**src/rtl/fetch_stage.sv**
```systemverilog
// fetch_stage: imem address generator feeding a 2-entry instruction buffer,
// with one-cycle flush on redirect and ready/valid handoff to decode.
module fetch_stage #(
  parameter int ADDR_W = 12,
  parameter logic [ADDR_W-1:0] RESET_PC = '0
) (
  input  logic              clock,
  input  logic              ctrl_reset,
  input  logic              fetch_en,
  output logic [ADDR_W-1:0] imem_address,
  input  logic [31:0]       imem_q,
  input  logic              redirect_valid,
  input  logic [ADDR_W-1:0] redirect_pc,
  output logic              out_valid,
  input  logic              out_ready,
  output logic [31:0]       out_instr,
  output logic [ADDR_W-1:0] out_pc
);
  typedef enum logic [1:0] {IDLE, RUN, FLUSH} state_e;
  state_e            state_q, state_d;
  logic [ADDR_W-1:0] addr_q, addr_d, infl_pc_q;
  logic              infl_q, issue, pop, push, redir, widx;
  logic              head_q, head_d;
  logic [1:0]        count_q, count_d;
  logic [31:0]       instr_q [2];
  logic [ADDR_W-1:0] pc_q [2];
  assign imem_address = addr_q;
  assign out_valid    = count_q != 2'd0;
  assign out_instr    = instr_q[head_q];
  assign out_pc       = pc_q[head_q];
  always_comb begin
    pop     = out_valid && out_ready;
    redir   = redirect_valid && state_q == RUN;
    push    = infl_q && !redir;
    widx    = head_q ^ count_q[0];
    // a slot must remain for every fetch already in flight
    issue   = fetch_en && (state_q == FLUSH || (state_q == RUN && !redirect_valid)) &&
              (3'(count_q) + 3'(infl_q) < 3'd2 + 3'(pop));
    head_d  = head_q ^ pop;
    count_d = redir ? 2'd0 : count_q + 2'(push) - 2'(pop);
    addr_d  = redir ? redirect_pc : issue ? addr_q + 1'b1 : addr_q;
    state_d = state_q == IDLE  ? (fetch_en ? RUN : IDLE) :
              state_q == FLUSH ? RUN :
              redirect_valid   ? FLUSH :
              (!fetch_en && !infl_q) ? IDLE : RUN;
  end
  always_ff @(posedge clock or negedge ctrl_reset) begin
    if (!ctrl_reset) begin
      state_q   <= IDLE;
      addr_q    <= RESET_PC;
      infl_q    <= 1'b0;
      infl_pc_q <= '0;
      head_q    <= 1'b0;
      count_q   <= 2'd0;
      instr_q   <= '{default: '0};
      pc_q      <= '{default: '0};
    end else begin
      state_q   <= state_d;
      addr_q    <= addr_d;
      infl_q    <= issue;
      infl_pc_q <= addr_q;
      head_q    <= head_d;
      count_q   <= count_d;
      if (push) begin
        instr_q[widx] <= imem_q;
        pc_q[widx]    <= infl_pc_q;
      end
    end
  end
endmodule
```
**config.mk**
```make
export PLATFORM = sky130hd
export DESIGN_NAME = fetch_stage
export DESIGN_NICKNAME = d
export VERILOG_FILES = /design/src/rtl/fetch_stage.sv
export SDC_FILE = /design/constraint.sdc
export NUM_CORES = 1
export LEC_CHECK = 0
export CAP_MARGIN = 20
export CORE_MARGIN = 2
export CORE_UTILIZATION = 56
export DETAILED_ROUTE_END_ITERATION = 8
export PLACE_DENSITY_LB_ADDON = 0.08
export SETUP_SLACK_MARGIN = 0.4
export SLEW_MARGIN = 20
export SYNTH_ARGS = -nofsm -noshare
export SYNTH_HDL_FRONTEND = slang
export SYNTH_SLANG_ARGS = --single-unit
```
**constraint.sdc**
```tcl
create_clock -name clock -period 3.5 [get_ports clock]
set_input_delay 1.05 -clock clock [delete_from_list [all_inputs] [get_ports clock]]
set_output_delay 1.05 -clock clock [all_outputs]
set_load 0.005 [all_outputs]
```
==> results of run 1 <==
[critical path: stages, from the launching register on]
cell,delay [ns]
dfrtp_4,0.48
buf_4,0.19
mux2_2,0.36
clkdlybuf4s50_1,0.45
[power by group through the flow]
| stage | Clock, µW | Sequential (µW) | Combinational [µW] |
|---|---|---|---|
| after floorplan | 0 | 2360 | 1870 |
| after global placement | 0 | 2510 | 2980 |
| after detailed placement | 0 | 2550 | 3060 |
| after CTS | 1800 | 2520 | 3160 |
| after global routing | 1860 | 2620 | 3370 |
| final | 1760 | 2530 | 3110 |
[registers in the layout (all words and copies together), names as in the netlist]
name          flops
infl_q            1
imem_address     12
head_q            1
infl_pc_q        12
instr_q          64
count_q           2
state_q           2
pc_q             24
[how the worst max path moves through the flow]
stage	start	endpoint	slack (ns)	cells past startpoint
2_1_floorplan	redirect_valid	instr_q[34]	1.16	8
3_3_place_gp	redirect_valid	instr_q[63]	0.57	7
3_5_place_dp	redirect_valid	pc_q[23]	0.54	7
4_1_cts	head_q	out_instr[24]	0.43	3
5_1_grt	head_q	out_instr[0]	0.40	3
6_report	head_q	out_instr[10]	0.46	3
[cells in the mapped netlist, drive strengths merged]
library cell,instances
a21oi,13
and2,3
and3,2
buf,18
clkbuf,2
dfrtp,118
ha,5
inv,5
mux2,132
mux2i,1
nand2,7
nand2b,1
nand3,4
nand4,1
nor2,13
nor2b,1
nor3,3
nor3b,1
nor4,6
nor4b,1
o2111ai,1
o21a,1
o21ai,1
o21bai,1
or2,2
xnor2,14
xor2,1
[area by class of cell]
cell class | instances | share of cell area, %
tap | 129 | 2.26
clock buffer | 21 | 6.29
timing repair buffer | 118 | 16.7
sequential | 118 | 41.4
clock inverter | 10 | 2.14
multi-input combinational | 215 | 30.9
inverter | 5 | 0.263
[routing by layer]
metal / global-route usage [%] / vias up / share of wire, %
met4: 8.21 / 0 / 1.1
met2: 36.5 / 88 / 50
met5: 0 / - / 0
met3: 5.52 / 11 / 4.2
met1: 29.1 / 1614 / 45
li1: - / 1493 / -
[cell families (layout without fill, tap and decap cells)]
group / after synthesis / count (layout) / synth area share [%]
AO/OA/AOI/OAI: 17 / 17 / 1.76
buffers and inverters: 25 / 154 / 3.08
AND/OR/NAND/NOR: 45 / 45 / 5.15
flip-flops: 118 / 118 / 55.5
multiplexers: 133 / 133 / 30.9
adder cells (fa/ha/maj): 5 / 5 / 1.17
XOR/XNOR: 15 / 15 / 2.47
[stage by stage]
| stage | total power [µW] | hold WS [ns] |
|---|---|---|
| global placement | 5490 | 0.437 |
| CTS | 7470 | 0.467 |
| floorplan | 4240 | 0.413 |
| finish | 7400 | 0.468 |
| detailed placement | 5610 | 0.445 |
| global route | 7850 | 0.481 |
[repair_timing]
action | CTS | global route
setup endpoints to repair | 44 | 3
cloned | 0 | 0
pin swaps | 0 | 0
gates resized for setup | 2 | 1
buffers inserted | 3 | 0
==> results_dict.tcl, run 1 <==
set metrics [dict create \
    status "completed" \
    path_class "flip-flop to output port" \
    timing.fmax_ghz 0.329 \
    final_nets 529 \
    grt_util_all_layers_pct 22.4 \
    dp_cells 582 \
    finalSetupTns_ns 0 \
    drc 0 \
    cp-start-kind "flip-flop" \
    p_sw_uw 2070 \
    worst_pin_slew_ns 0.757 \
    die_w_um 102 \
    reg2reg_to "instr_q[63]" \
    post-place-ws_ns 0.544 \
    ys_seq_area_share_pct 55.5 \
    ys_warn_count 0 \
    cts_tree "done" \
    sw_frac_of_total_pct 28.0 \
    p_leak_uw 0.00315 \
    place.gp.congestion 0.762 \
    clk_pin_slew_ns 0.05 \
    pwr-share-comb_pct 42.1 \
    drt_iter0_drc 107 \
    grt_first_pass_wirelength_mm 17.5 \
    required_ns 2.45 \
    slew-limit-headroom_pct 49.6 \
    final_cell_mix "dfrtp_1 (117), clkdlybuf4s50_1 (104), mux2_2 (82), mux2_4 (40), clkbuf_16 (16)" \
    rsz0062_at_grt "yes" \
    cap_violations 0 \
    arrival_ns 1.99 \
    cp-end-kind "output port" \
    postRouteAntennaNets 0 \
    cts_made_buffers 17 \
    layout-drive-gt1-share_pct 36.6 \
    core.rowCount 35 \
    pwr_density_cell_nw_per_um2 1040 \
    io_pins 106 \
    core_area_um2 9240 \
    reg2reg_depth 5 \
    min_to "infl_pc_q[8]" \
    synthTopCellsByArea "dfrtp_1 (55%), mux2_2 (17%), mux2_4 (11%)" \
    num_antenna_cells 0 \
    first_global_vias 3474 \
    portBuffers 105 \
    p_seq_share_pct 34.1 \
    cts-htree-levels 4 \
    overflow 0 \
    yosys.area.top_type "dfrtp_1" \
    die_area_um2 10300 \
    cts.path.max_buffers 2 \
    wl_per_cell_um 16.9 \
    synth_top_area_share_pct 55.5 \
    setup_viol 0 \
    fin_util_pct 77.3 \
    p_int_uw 5330 \
    dp_hpwl_mm 6.69 \
    cts.sink_count 118 \
    viasPerCell 5.20 \
    stdcell_area_um2 7140 \
    die_h_um 102 \
    synth-seq-cells 118 \
    reg2reg_from "head_q" \
    timing.final.ws_setup_ns 0.465 \
    min_from "imem_address[8]" \
    final_cells 616 \
    syn-cell-area_um2 5330 \
    multiInputGateArea_um2 2210 \
    vias 3206 \
    final_common_cell "dfrtp_1" \
    syn_area_per_cell_um2 14.9 \
    initial_core_util_pct 57.6 \
    clock_latency_ns 0.51 \
    cts_hold_buf 0 \
    netlist_instances 358 \
    r2r_slack_ns 1.43 \
    min_path_type "flip-flop to flip-flop" \
    clkPwrFrac_pct 23.8 \
    dpl_cell_area_um2 6500 \
    clockRootBuffer "clkbuf_8" \
    routed_wl_mm 10.4 \
    grt_max_degree 61 \
    regArea_um2 2960 \
    fin_crit_sh_pct 86.7 \
    fin_skew_ns 0.0113 \
    syn2layout_area_growth_pct 34.0 \
    fill_cells 575 \
    worstHoldPathCells 0 \
    crit_fanout 7 \
    firstDrtPassIters 4 \
    finalHoldViolations 0 \
    drv_slew 0 \
    irDropWorstVdd_uv 553 \
    synth.net_count 412 \
    antenna_found_initial 0 \
    synth.distinct_cells 36 \
    min_period_ns 3.04 \
]
Note: power is estimated with default switching activity, not from simulation.
==> run 2: changes to the inputs <==
--- a/config.mk
+++ b/config.mk
@@ -9,7 +9,7 @@
 export CORE_MARGIN = 2
 export CORE_UTILIZATION = 56
 export DETAILED_ROUTE_END_ITERATION = 8
-export PLACE_DENSITY_LB_ADDON = 0.08
+export PLACE_DENSITY = 0.86
 export SETUP_SLACK_MARGIN = 0.4
 export SLEW_MARGIN = 20
 export SYNTH_ARGS = -nofsm -noshare
==> run 2 against run 1 <==
  * Global-route usage up 0.95 points
  * Sequential power is essentially flat
  * Clock skew down 0.0046 ns
  * Final area about the same
  * Setup slack worse by 0.014 ns
  * Critical endpoint is now out_instr[11]
  * Largest cell class unchanged
  * Largest power group unchanged
==> results_dict.tcl, run 2 (synthesis gave the netlist of run 1 again) <==
set metrics [dict create \
    arrival_ns 2.00 \
    drt_iter0_drc 115 \
    clock_latency_ns 0.50 \
    grt_first_pass_wirelength_mm 18.1 \
    place.gp.congestion 0.790 \
    fin_skew_ns 0.00667 \
    overflow 0 \
    grt_max_degree 49 \
    drc 0 \
    cp-start-kind "flip-flop" \
    syn2layout_area_growth_pct 34.1 \
    cts-htree-levels 4 \
    final_cell_mix "dfrtp_1 (117), clkdlybuf4s50_1 (104), mux2_2 (82), mux2_4 (40), clkbuf_16 (16)" \
    reg2reg_depth 5 \
    cts.path.max_buffers 2 \
    dp_hpwl_mm 6.87 \
    io_pins 106 \
    viasPerCell 5.32 \
    grt_util_all_layers_pct 23.3 \
    core.rowCount 35 \
    worst_pin_slew_ns 0.687 \
    first_global_vias 3535 \
    cp-startpoint "head_q" \
    status "completed" \
    p_sw_uw 2150 \
    largest_reg_flops 64 \
    postRouteAntennaNets 0 \
    die_w_um 102 \
    irDropWorstVdd_uv 652 \
    finalHoldViolations 0 \
    clockRootBuffer "clkbuf_8" \
    cts_setup_buffers 0 \
    drv_slew 0 \
    cts.sink_count 118 \
    cap_violations 0 \
    core_area_um2 9240 \
    cts_made_buffers 17 \
    biggestRegsByFlops "instr_q (64), pc_q (24)" \
    setup_viol 0 \
    pwr_density_cell_nw_per_um2 1050 \
    required_ns 2.45 \
    min_to "infl_pc_q[8]" \
    worstHoldPathCells 0 \
    clk_pin_slew_ns 0.06 \
    firstDrtPassIters 4 \
    min_from "imem_address[8]" \
    initial_core_util_pct 57.6 \
    final_cells 612 \
    min_period_ns 3.05 \
    r2r_slack_ns 1.33 \
    reg2reg_to "pc_q[23]" \
    fin_crit_sh_pct 87.1 \
    reg2reg_from "head_q" \
    clkPwrFrac_pct 25.1 \
    pwr-share-comb_pct 41.4 \
    portBuffers 105 \
    slew-limit-headroom_pct 54.2 \
    regMostFlops "instr_q" \
    timing.fmax_ghz 0.328 \
    routed_wl_mm 11.2 \
    p_int_uw 5370 \
    path_class "flip-flop to output port" \
    num_antenna_cells 0 \
    cts_tree "done" \
    p_seq_share_pct 33.5 \
    dp_cells 580 \
    wl_per_cell_um 18.4 \
    vias 3253 \
    antenna_found_initial 0 \
    min_path_type "flip-flop to flip-flop" \
    finalSetupTns_ns 0 \
    sw_frac_of_total_pct 28.6 \
    final_nets 524 \
    p_leak_uw 0.00313 \
    die_h_um 102 \
    layout-drive-gt1-share_pct 36.4 \
    final_common_cell "dfrtp_1" \
    rsz0062_at_grt "yes" \
    cp-end-kind "output port" \
    fin_util_pct 77.3 \
    crit_fanout 24 \
    die_area_um2 10300 \
]
-- run 2: metrics by stage --
| stage | hold slack [ns] | setup WS, ns | total power, µW | cell area, µm² |
|---|---|---|---|---|
| final | 0.458 | 0.450 | 7530 | 7140 |
| after detailed placement | 0.441 | 0.403 | 5590 | 6480 |
| after global routing | 0.475 | 0.382 | 7920 | 7140 |
| after CTS | 0.454 | 0.423 | 7570 | 7130 |
| after global placement | 0.429 | 0.457 | 5460 | 6480 |
| after floorplan | 0.413 | 1.16 | 4240 | 5330 |
-- run 2: worst max-delay path by stage --
stage / to / slack, ns / depth (start not counted)
floorplan: instr_q[34] / 1.16 / 8
global placement: pc_q[23] / 0.46 / 7
detailed placement: instr_q[32] / 0.40 / 7
CTS: out_instr[11] / 0.42 / 3
global route: out_instr[11] / 0.38 / 3
finish: out_instr[11] / 0.45 / 3
-- run 2: area by class of cell --
cell class,count,area (µm²)
fillers,528,2100
clock inverters,12,200
flip-flops and latches,118,2950
inverters,5,18.8
clock buffers,20,445
multi-input cells,215,2210
well taps,129,161
repair buffers,113,1140
-- run 2: power groups by stage --
stage	sequential (µW)	combinational, µW	clock, µW
3_5_place_dp	2500	3090	0
5_1_grt	2600	3330	1980
6_report	2520	3110	1890
2_1_floorplan	2360	1870	0
4_1_cts	2510	3140	1920
3_3_place_gp	2460	3000	0
-- run 2: worst max-delay path: stages, from the launching register on --
cell and delay (ns):
dfrtp_2 0.39, buf_8 0.22, mux2_2 0.37, clkdlybuf4s50_1 0.51
-- run 2: what timing repair did --
action / 4_1_cts / 5_1_grt
gates resized for setup: 2 / 1
hold buffers: 0 / 0
endpoints found under the setup margin: 5 / 4
-- run 2: layer usage --
metal  vias up  wire length [µm]  global-route usage (%)  part of all wire (%)
met5         -                 0                       0                     0
met1      1645              4680                    29.9                    42
met4         0               260                    9.04                   2.3
met2       100              5790                    38.2                    51
li1       1486                 -                       -                     -
met3        22               507                    6.07                   4.5
